### src/rtl/pipeline_types.sv
// Shared types and default timing for the WS2812 serial encoder.
//   enc_state_t : encoder FSM state encoding
//   C_T0H/C_T1H : default high-phase lengths for '0'/'1' bits (clocks @ 50 MHz)
//   C_BIT       : default bit period (clocks)
//   C_TRESET    : default latch low period (clocks)
//   max_int     : elaboration helper for sizing the shared phase counter
package pipeline_types;

  typedef enum logic [1:0] {
    IDLE,
    SEND_HIGH,
    SEND_LOW,
    LATCH
  } enc_state_t;

  localparam int C_T0H    = 20;
  localparam int C_T1H    = 40;
  localparam int C_BIT    = 63;
  localparam int C_TRESET = 2500;

  function automatic int max_int(input int a, input int b);
    return (a > b) ? a : b;
  endfunction

endpackage

### src/rtl/ws2812_phase_timer.sv
// Loadable down-counter shared by the bit phases and the latch period.
//   clk, reset : clock, synchronous active-high reset (count -> 0)
//   load       : load load_val this edge (takes priority over counting)
//   load_val   : phase length minus one
//   tc         : terminal count, high while the count is zero (last phase cycle)
module ws2812_phase_timer #(
  parameter int CNT_W = 12
) (
  input  logic             clk,
  input  logic             reset,
  input  logic             load,
  input  logic [CNT_W-1:0] load_val,
  output logic             tc
);

  logic [CNT_W-1:0] count;

  always_ff @(posedge clk) begin
    if (reset)               count <= '0;
    else if (load)           count <= load_val;
    else if (count != '0)    count <= count - 1'b1;
  end

  assign tc = (count == '0);

endmodule

### src/rtl/ws2812_encoder.sv
// WS2812 single-wire encoder: serialises 24-bit pixel words MSB first as
// high/low pulse pairs, then holds the line low for the latch period.
//   i_clk, i_reset  : clock, synchronous active-high reset
//   i_pixel_data    : 24-bit pixel word
//   i_pixel_valid   : word offered; accepted when valid & ready at an edge
//   o_pixel_ready   : high in IDLE and in the last cycle of bit 0
//   o_dout          : registered serial line to the first LED
//   o_busy          : high whenever the FSM is not in IDLE
//   o_frame_done    : one-cycle pulse as the latch period ends
module ws2812_encoder
  import pipeline_types::*;
#(
  parameter int T0H_CYCLES    = C_T0H,
  parameter int T1H_CYCLES    = C_T1H,
  parameter int BIT_CYCLES    = C_BIT,
  parameter int TRESET_CYCLES = C_TRESET
) (
  input  logic        i_clk,
  input  logic        i_reset,
  input  logic [23:0] i_pixel_data,
  input  logic        i_pixel_valid,
  output logic        o_pixel_ready,
  output logic        o_dout,
  output logic        o_busy,
  output logic        o_frame_done
);

  localparam int CNT_W = $clog2(max_int(BIT_CYCLES, TRESET_CYCLES) + 1);

  generate
    if (!(T0H_CYCLES >= 1 && T0H_CYCLES < T1H_CYCLES &&
          T1H_CYCLES < BIT_CYCLES && TRESET_CYCLES >= 1)) begin : g_param_check
      $error("ws2812_encoder: need 1 <= T0H < T1H < BIT and TRESET >= 1");
    end
  endgenerate

  // Timer load values are length-1 so tc marks the final cycle of a phase.
  function automatic logic [CNT_W-1:0] high_cnt(input logic b);
    return b ? CNT_W'(T1H_CYCLES - 1) : CNT_W'(T0H_CYCLES - 1);
  endfunction

  function automatic logic [CNT_W-1:0] low_cnt(input logic b);
    return b ? CNT_W'(BIT_CYCLES - T1H_CYCLES - 1)
             : CNT_W'(BIT_CYCLES - T0H_CYCLES - 1);
  endfunction

  enc_state_t       state, state_nxt;
  logic [23:0]      shreg;
  logic [4:0]       bit_idx;
  logic             tmr_load;
  logic [CNT_W-1:0] tmr_val;
  logic             tc;
  logic             load_word;
  logic             shift_bit;
  logic             rdy;
  logic             dout;
  logic             frame_done;

  ws2812_phase_timer #(.CNT_W(CNT_W)) u_timer (
    .clk      (i_clk),
    .reset    (i_reset),
    .load     (tmr_load),
    .load_val (tmr_val),
    .tc       (tc)
  );

  always_ff @(posedge i_clk) begin
    if (i_reset) state <= IDLE;
    else         state <= state_nxt;
  end

  always_comb begin
    state_nxt = state;
    tmr_load  = 1'b0;
    tmr_val   = '0;
    load_word = 1'b0;
    shift_bit = 1'b0;
    rdy       = 1'b0;
    case (state)
      IDLE: begin
        rdy = 1'b1;
        if (i_pixel_valid) begin
          load_word = 1'b1;
          tmr_load  = 1'b1;
          tmr_val   = high_cnt(i_pixel_data[23]);
          state_nxt = SEND_HIGH;
        end
      end
      SEND_HIGH: begin
        if (tc) begin
          tmr_load  = 1'b1;
          tmr_val   = low_cnt(shreg[23]);
          state_nxt = SEND_LOW;
        end
      end
      SEND_LOW: begin
        if (tc) begin
          if (bit_idx == 5'd0) begin
            // Last cycle of the word: a waiting sender continues with no gap.
            rdy = 1'b1;
            if (i_pixel_valid) begin
              load_word = 1'b1;
              tmr_load  = 1'b1;
              tmr_val   = high_cnt(i_pixel_data[23]);
              state_nxt = SEND_HIGH;
            end else begin
              tmr_load  = 1'b1;
              tmr_val   = CNT_W'(TRESET_CYCLES - 1);
              state_nxt = LATCH;
            end
          end else begin
            // Next bit is shreg[22] until the shift lands this edge.
            shift_bit = 1'b1;
            tmr_load  = 1'b1;
            tmr_val   = high_cnt(shreg[22]);
            state_nxt = SEND_HIGH;
          end
        end
      end
      LATCH: begin
        if (tc) state_nxt = IDLE;
      end
      default: state_nxt = IDLE;
    endcase
  end

  always_ff @(posedge i_clk) begin
    if (i_reset) begin
      shreg      <= '0;
      bit_idx    <= '0;
      dout       <= 1'b0;
      frame_done <= 1'b0;
    end else begin
      // Line is high exactly for the cycles spent in SEND_HIGH.
      dout       <= (state_nxt == SEND_HIGH);
      frame_done <= (state == LATCH) && tc;
      if (load_word) begin
        shreg   <= i_pixel_data;
        bit_idx <= 5'd23;
      end else if (shift_bit) begin
        shreg   <= {shreg[22:0], 1'b0};
        bit_idx <= bit_idx - 5'd1;
      end
    end
  end

  assign o_pixel_ready = rdy && !i_reset;
  assign o_dout        = dout;
  assign o_busy        = (state != IDLE);
  assign o_frame_done  = frame_done;

endmodule

### config.mk
export PLATFORM = sky130hd
export DESIGN_NAME = ws2812_encoder
export DESIGN_NICKNAME = d
export VERILOG_FILES = /design/src/rtl/pipeline_types.sv /design/src/rtl/ws2812_phase_timer.sv /design/src/rtl/ws2812_encoder.sv
export SDC_FILE = /design/constraint.sdc
export NUM_CORES = 1
export LEC_CHECK = 0
export ABC_AREA = 1
export BUFFER_PORTS_ARGS = -buffer_cell sky130_fd_sc_hd__buf_2
export CAP_MARGIN = 10
export CORE_MARGIN = 2
export CORE_UTILIZATION = 55
export CTS_BUF_LIST = sky130_fd_sc_hd__clkbuf_4
export DETAILED_ROUTE_END_ITERATION = 10
export PLACE_DENSITY = 0.87
export REMOVE_ABC_BUFFERS = 1
export SLEW_MARGIN = 20
export SYNTH_ARGS = -nofsm -noshare
export SYNTH_HDL_FRONTEND = slang
export SYNTH_SLANG_ARGS = --single-unit
### constraint.sdc
create_clock -name i_clk -period 1.8 [get_ports i_clk]
set_clock_uncertainty 0.15 [all_clocks]
set_input_delay 0.36 -clock i_clk [delete_from_list [all_inputs] [get_ports i_clk]]
set_output_delay 0.36 -clock i_clk [all_outputs]
set_load 0.005 [all_outputs]
==> run summary, run 1 <==
Root Driver -> clkbuf_4
Compound-Gate Fraction of Synth Area -> 18.2%
Yosys warns -> 0
Post-Syn Area -> 2800 um^2
Largest area contributor in the netlist -> dfxtp_1
Io pins -> 31
Proportion of synthesized area in mux cells -> 0%
Synth Area in XOR/XNOR -> 3.12%
Die X -> 75.4 um
Post-Synth Simple-Gate Area -> 29.9%
Post-synthesis async set-or-reset flop share -> 0%
Exit stage -> global routing (5_1_grt)
Initial Utilization -> 58.2%
Outcome -> stopped before the end
Largest net degree at the start of global routing -> 18
IO Port Bufs -> 30
EDFF count, synth -> 0
Maximum clock insertion buffer count -> 2
Rows -> 25
Worst EP post-GRT repair -> o_pixel_ready
Pre-CTS WS -> -0.164 ns
Top post-synthesis cells by count -> nand2_1, inv_1, dfxtp_1, nor2_1, a21oi_1
Post-DP HPWL -> 4870 um
Worst endpoint type -> top-level output
Post-Syn Instances -> 405
Synth Area in Adders -> 3.12%
Top post-synthesis cells by area -> dfxtp_1, nand2_1, inv_1
Count of cell types in the netlist -> 34
CTS Hold Bufs -> 0
Err -> [ERROR GRT-0232] Routing congestion too high. Check the congestion heatmap in the GUI.
Gp weighted congestion -> 0.920
Synthesized flop and latch total -> 45
Total grt overflow -> 11
Clk sinks -> 45
Synth Area per Inst -> 6.92 um^2
All-Layer GR Usage -> 65.8%
CTS buffer count -> 5
Sequential share of the synthesized area -> 32.1%
Most frequent cell after synthesis -> nand2_1
Yosys top cell area share -> 32.1%
Predominant post-synthesis flop cell -> dfxtp_1
CTS HTree Levels -> 2
Combinational family with the most area after synthesis -> simple AND/OR/NAND/NOR gates
Die Y-Extent -> 75.4 um
[cells by family after synthesis]
kind of cell / Yosys count
adders and majority gates: 7
and+or+nand+nor: 180
buffers and inverters: 84
AOI/OAI and AO/OA: 79
xor gates and xnor gates: 10
DFF: 45
[per-stage QoR]
step	cells	hold slack [ns]	instance area [um^2]	setup TNS (ns)
global placement	526	0.298	3260	-0.347
CTS	569	0.0831	4000	-7.40
detailed placement	526	0.305	3260	-2.84
floorplan	390	0.272	2680	-17.29
[what timing repair did]
item,CTS
buffers inserted,28
pin swaps,23
resized for setup,85
cloned,8
endpoints found under the setup margin,45
[metal layers]
metal  GRT overflow  track usage, %
met5              0            7.41
met4              8            60.6
met3              0            45.5
met2              3            85.5
met1              0            69.1
==> run 2, diff against run 1 <==
CORE_UTILIZATION = 40   (was 55)
CTS_BUF_LIST = not set   (was sky130_fd_sc_hd__clkbuf_4)
PLACE_DENSITY = not set   (was 0.87)
PLACE_DENSITY_LB_ADDON = 0.15   (was not set)
clock period = 2.35 ns   (was 1.8 ns; I/O delays follow)
==> run summary, run 2 <==
Root Driver -> clkbuf_8
Psw -> 1.35 mW
Max_slew headroom -> 79.8%
First-pass GRT wire length -> 10,600 um
Yosys warns -> 0
Die Y-Extent -> 87.7 um
Post-Syn Area -> 2800 um^2
Leak -> 1.39 nW
Initial Utilization -> 41.3%
Layout cells sized above 1 -> 24.2%
Kind of critical path -> flip-flop to output pin
Internal -> 1.71 mW
EDFF count, synth -> 0
Die X -> 87.7 um
Synth Area in XOR/XNOR -> 3.12%
RSZ-0062 raised after global routing -> false
CTS HTree Levels -> 2
Clock Pin Slew Worst Setup and Hold Paths -> 0.09 ns
Power density cells -> 971 nW/um^2
Most frequent cell after synthesis -> nand2_1
Predominant post-synthesis flop cell -> dfxtp_1
Worst vdd ir -> 0.000376 V
Commonest non-fill, non-tap cell in the layout -> nand2_1
CP max FO -> 4
Post-synthesis async set-or-reset flop share -> 0%
Final Cycle Share -> 95.0%
Max reg flops -> 24
Die area -> 7700 um^2
CTS Hold Bufs -> 0
Synth Area in Adders -> 3.12%
Top post-synthesis cells by count -> nand2_1, inv_1, dfxtp_1, nor2_1, a21oi_1
Synth Area per Inst -> 6.92 um^2
DR vias -> 2,461
Area grow syn2layout -> 12.3%
CTS buffer count -> 5
Count of cell types in the netlist -> 34
Post-DP HPWL -> 4460 um
Total wire length -> 5950 um
Gate power share -> 50.4%
Rows -> 30
CTS tree -> done
DRT antenna net count -> 0
Largest net degree at the start of global routing -> 36
Post-DR wirelength/cell -> 11.1 um
Final setup viols -> 0
Initial antenna violation count -> 0
Total grt overflow -> 0
All-Layer GR Usage -> 17.3%
Final Hold Viols -> 0
F_max -> 0.448 GHz
Sequential share of the synthesized area -> 32.1%
Final WS setup -> 0.116 ns
Gp weighted congestion -> 0.833
CP Launch Type -> flip-flop
Maximum clock insertion buffer count -> 2
Final #Nets -> 472
DRC -> 0
Proportion of synthesized area in mux cells -> 0%
Combinational family with the most area after synthesis -> simple AND/OR/NAND/NOR gates
Core area -> 6790 um^2
Routed vias/inst -> 4.61
Io pins -> 31
Placed Cells -> 526
Ant diodes -> 0
First DRT Iteration DRCs -> 97
Filler cell count in the final layout -> 743
Yosys top cell area share -> 32.1%
Crit. End Element -> output pin
Largest Register -> shreg
MaxCap Viol Count -> 0
Post-Syn Instances -> 405
Seq pwr share -> 33.8%
Post-route insts no fill -> 534
Clock power frac -> 15.8%
Most frequent cells in the layout -> nand2_1, inv_1, nor2_1, dfxtp_1, buf_2
Synthesized flop and latch total -> 45
Compound-Gate Fraction of Synth Area -> 18.2%
DRT Pass-1 Iters -> 4
Outcome -> finished, final reports clean
Pre-CTS WS -> 0.238 ns
Vias in the first global route -> 2,352
Fin crit period -> 2.23 ns
Worst-Margin Slew -> 0.302 ns
IO Port Bufs -> 30
Worst Path Arrival -> 1.61 ns
Clk sinks -> 45
Post-Synth Simple-Gate Area -> 29.9%
Core Util, Final -> 46.4%
Sw frac -> 44.1%
Critical Path RT -> 1.73 ns
Largest area contributor in the netlist -> dfxtp_1
Slew Viols, Final -> 0
Top post-synthesis cells by area -> dfxtp_1, nand2_1, inv_1
Top Registers -> shreg x24, u_timer.count x12, bit_idx x5
Worst hold-check path type -> input pin to flip-flop
Clock Latency Late Sink -> 0.31 ns
run 2: cell counts after synthesis:
No cell type changed its count.
run 2: worst paths after layout:
check	from	slack, ns	depth (start not counted)	end
setup / recovery	u_timer.count[1]$_SDFFE_PP0P_	0.12	9	o_pixel_ready
hold / removal	i_pixel_data[0]	0.26	3	shreg[0]$_SDFFE_PP0P_
setup reg to reg	bit_idx[0]$_SDFFE_PP0P_	0.36	12	shreg[7]$_SDFFE_PP0P_
hold reg to reg	shreg[4]$_SDFFE_PP0P_	0.32	2	shreg[4]$_SDFFE_PP0P_
run 2: repair_timing:
| item | in CTS | in global routing |
|---|---|---|
| resized for setup | 2 | 5 |
| endpoints found under the setup margin | 1 | 1 |
| pin swaps | 1 | 1 |
| setup buffers | 1 | 0 |
run 2: per-stage QoR:
step	hold slack [ns]	power [mW]	instance area [um^2]	setup TNS, ns
2_1_floorplan	0.285	2.20	2680	-2.78
6_report	0.259	3.06	3150	0
5_1_grt	0.250	3.33	3150	0
4_1_cts	0.245	3.06	3140	0
3_5_place_dp	0.305	2.54	3040	0
3_3_place_gp	0.298	2.54	3040	0
run 2: routing by layer:
| metal | track usage [%] | wire length [um] | share of wire [%] |
|---|---|---|---|
| met1 | 20.9 | 2820 | 47 |
| met2 | 30.2 | 2860 | 48 |
| met3 | 3.68 | 186 | 3.1 |
| met4 | 6.01 | 87 | 1.5 |
| met5 | 0 | 0 | 0 |
run 2: final cells by class:
type | instances | area [um^2] | share of cell area (%)
inverter | 69 | 259 | 8.22
clock inverter | 2 | 16.3 | 0.516
sequential | 45 | 903 | 28.7
clock buffer | 5 | 68.8 | 2.19
timing repair buffer | 41 | 245 | 7.79
tap | 96 | 120 | 3.81
multi-input combinational | 276 | 1540 | 48.8
run 2: worst max-delay path, cell delays in order, from the launching register on:
cell and delay (ns):
dfxtp_2 0.34, inv_1 0.08, ha_2 0.20, nand2_1 0.09, nor2_4 0.10, nand3_2 0.09
o21ai_1 0.16, inv_1 0.05, nor2_1 0.07, buf_2 0.11
run 2: kinds of logic (layout without fill, tap and decap cells):
group           count (synthesis)  in the layout
flops                          45             45
xor+xnor                       10             10
simple gates                  180            180
compound gates                 79             79
fa+ha+maj                       7              7
buf+inv                        84            117
run 2: power groups by stage:
| stage | Clock (mW) | Sequential (mW) | Combinational, mW |
|---|---|---|---|
| finish | 0.484 | 1.03 | 1.54 |
| global route | 0.530 | 1.05 | 1.75 |
| CTS | 0.502 | 1.02 | 1.53 |
| detailed placement | 0 | 1.04 | 1.50 |
| global placement | 0 | 1.04 | 1.50 |
| floorplan | 0 | 1.02 | 1.19 |
Power figures use the tool's default switching activity.
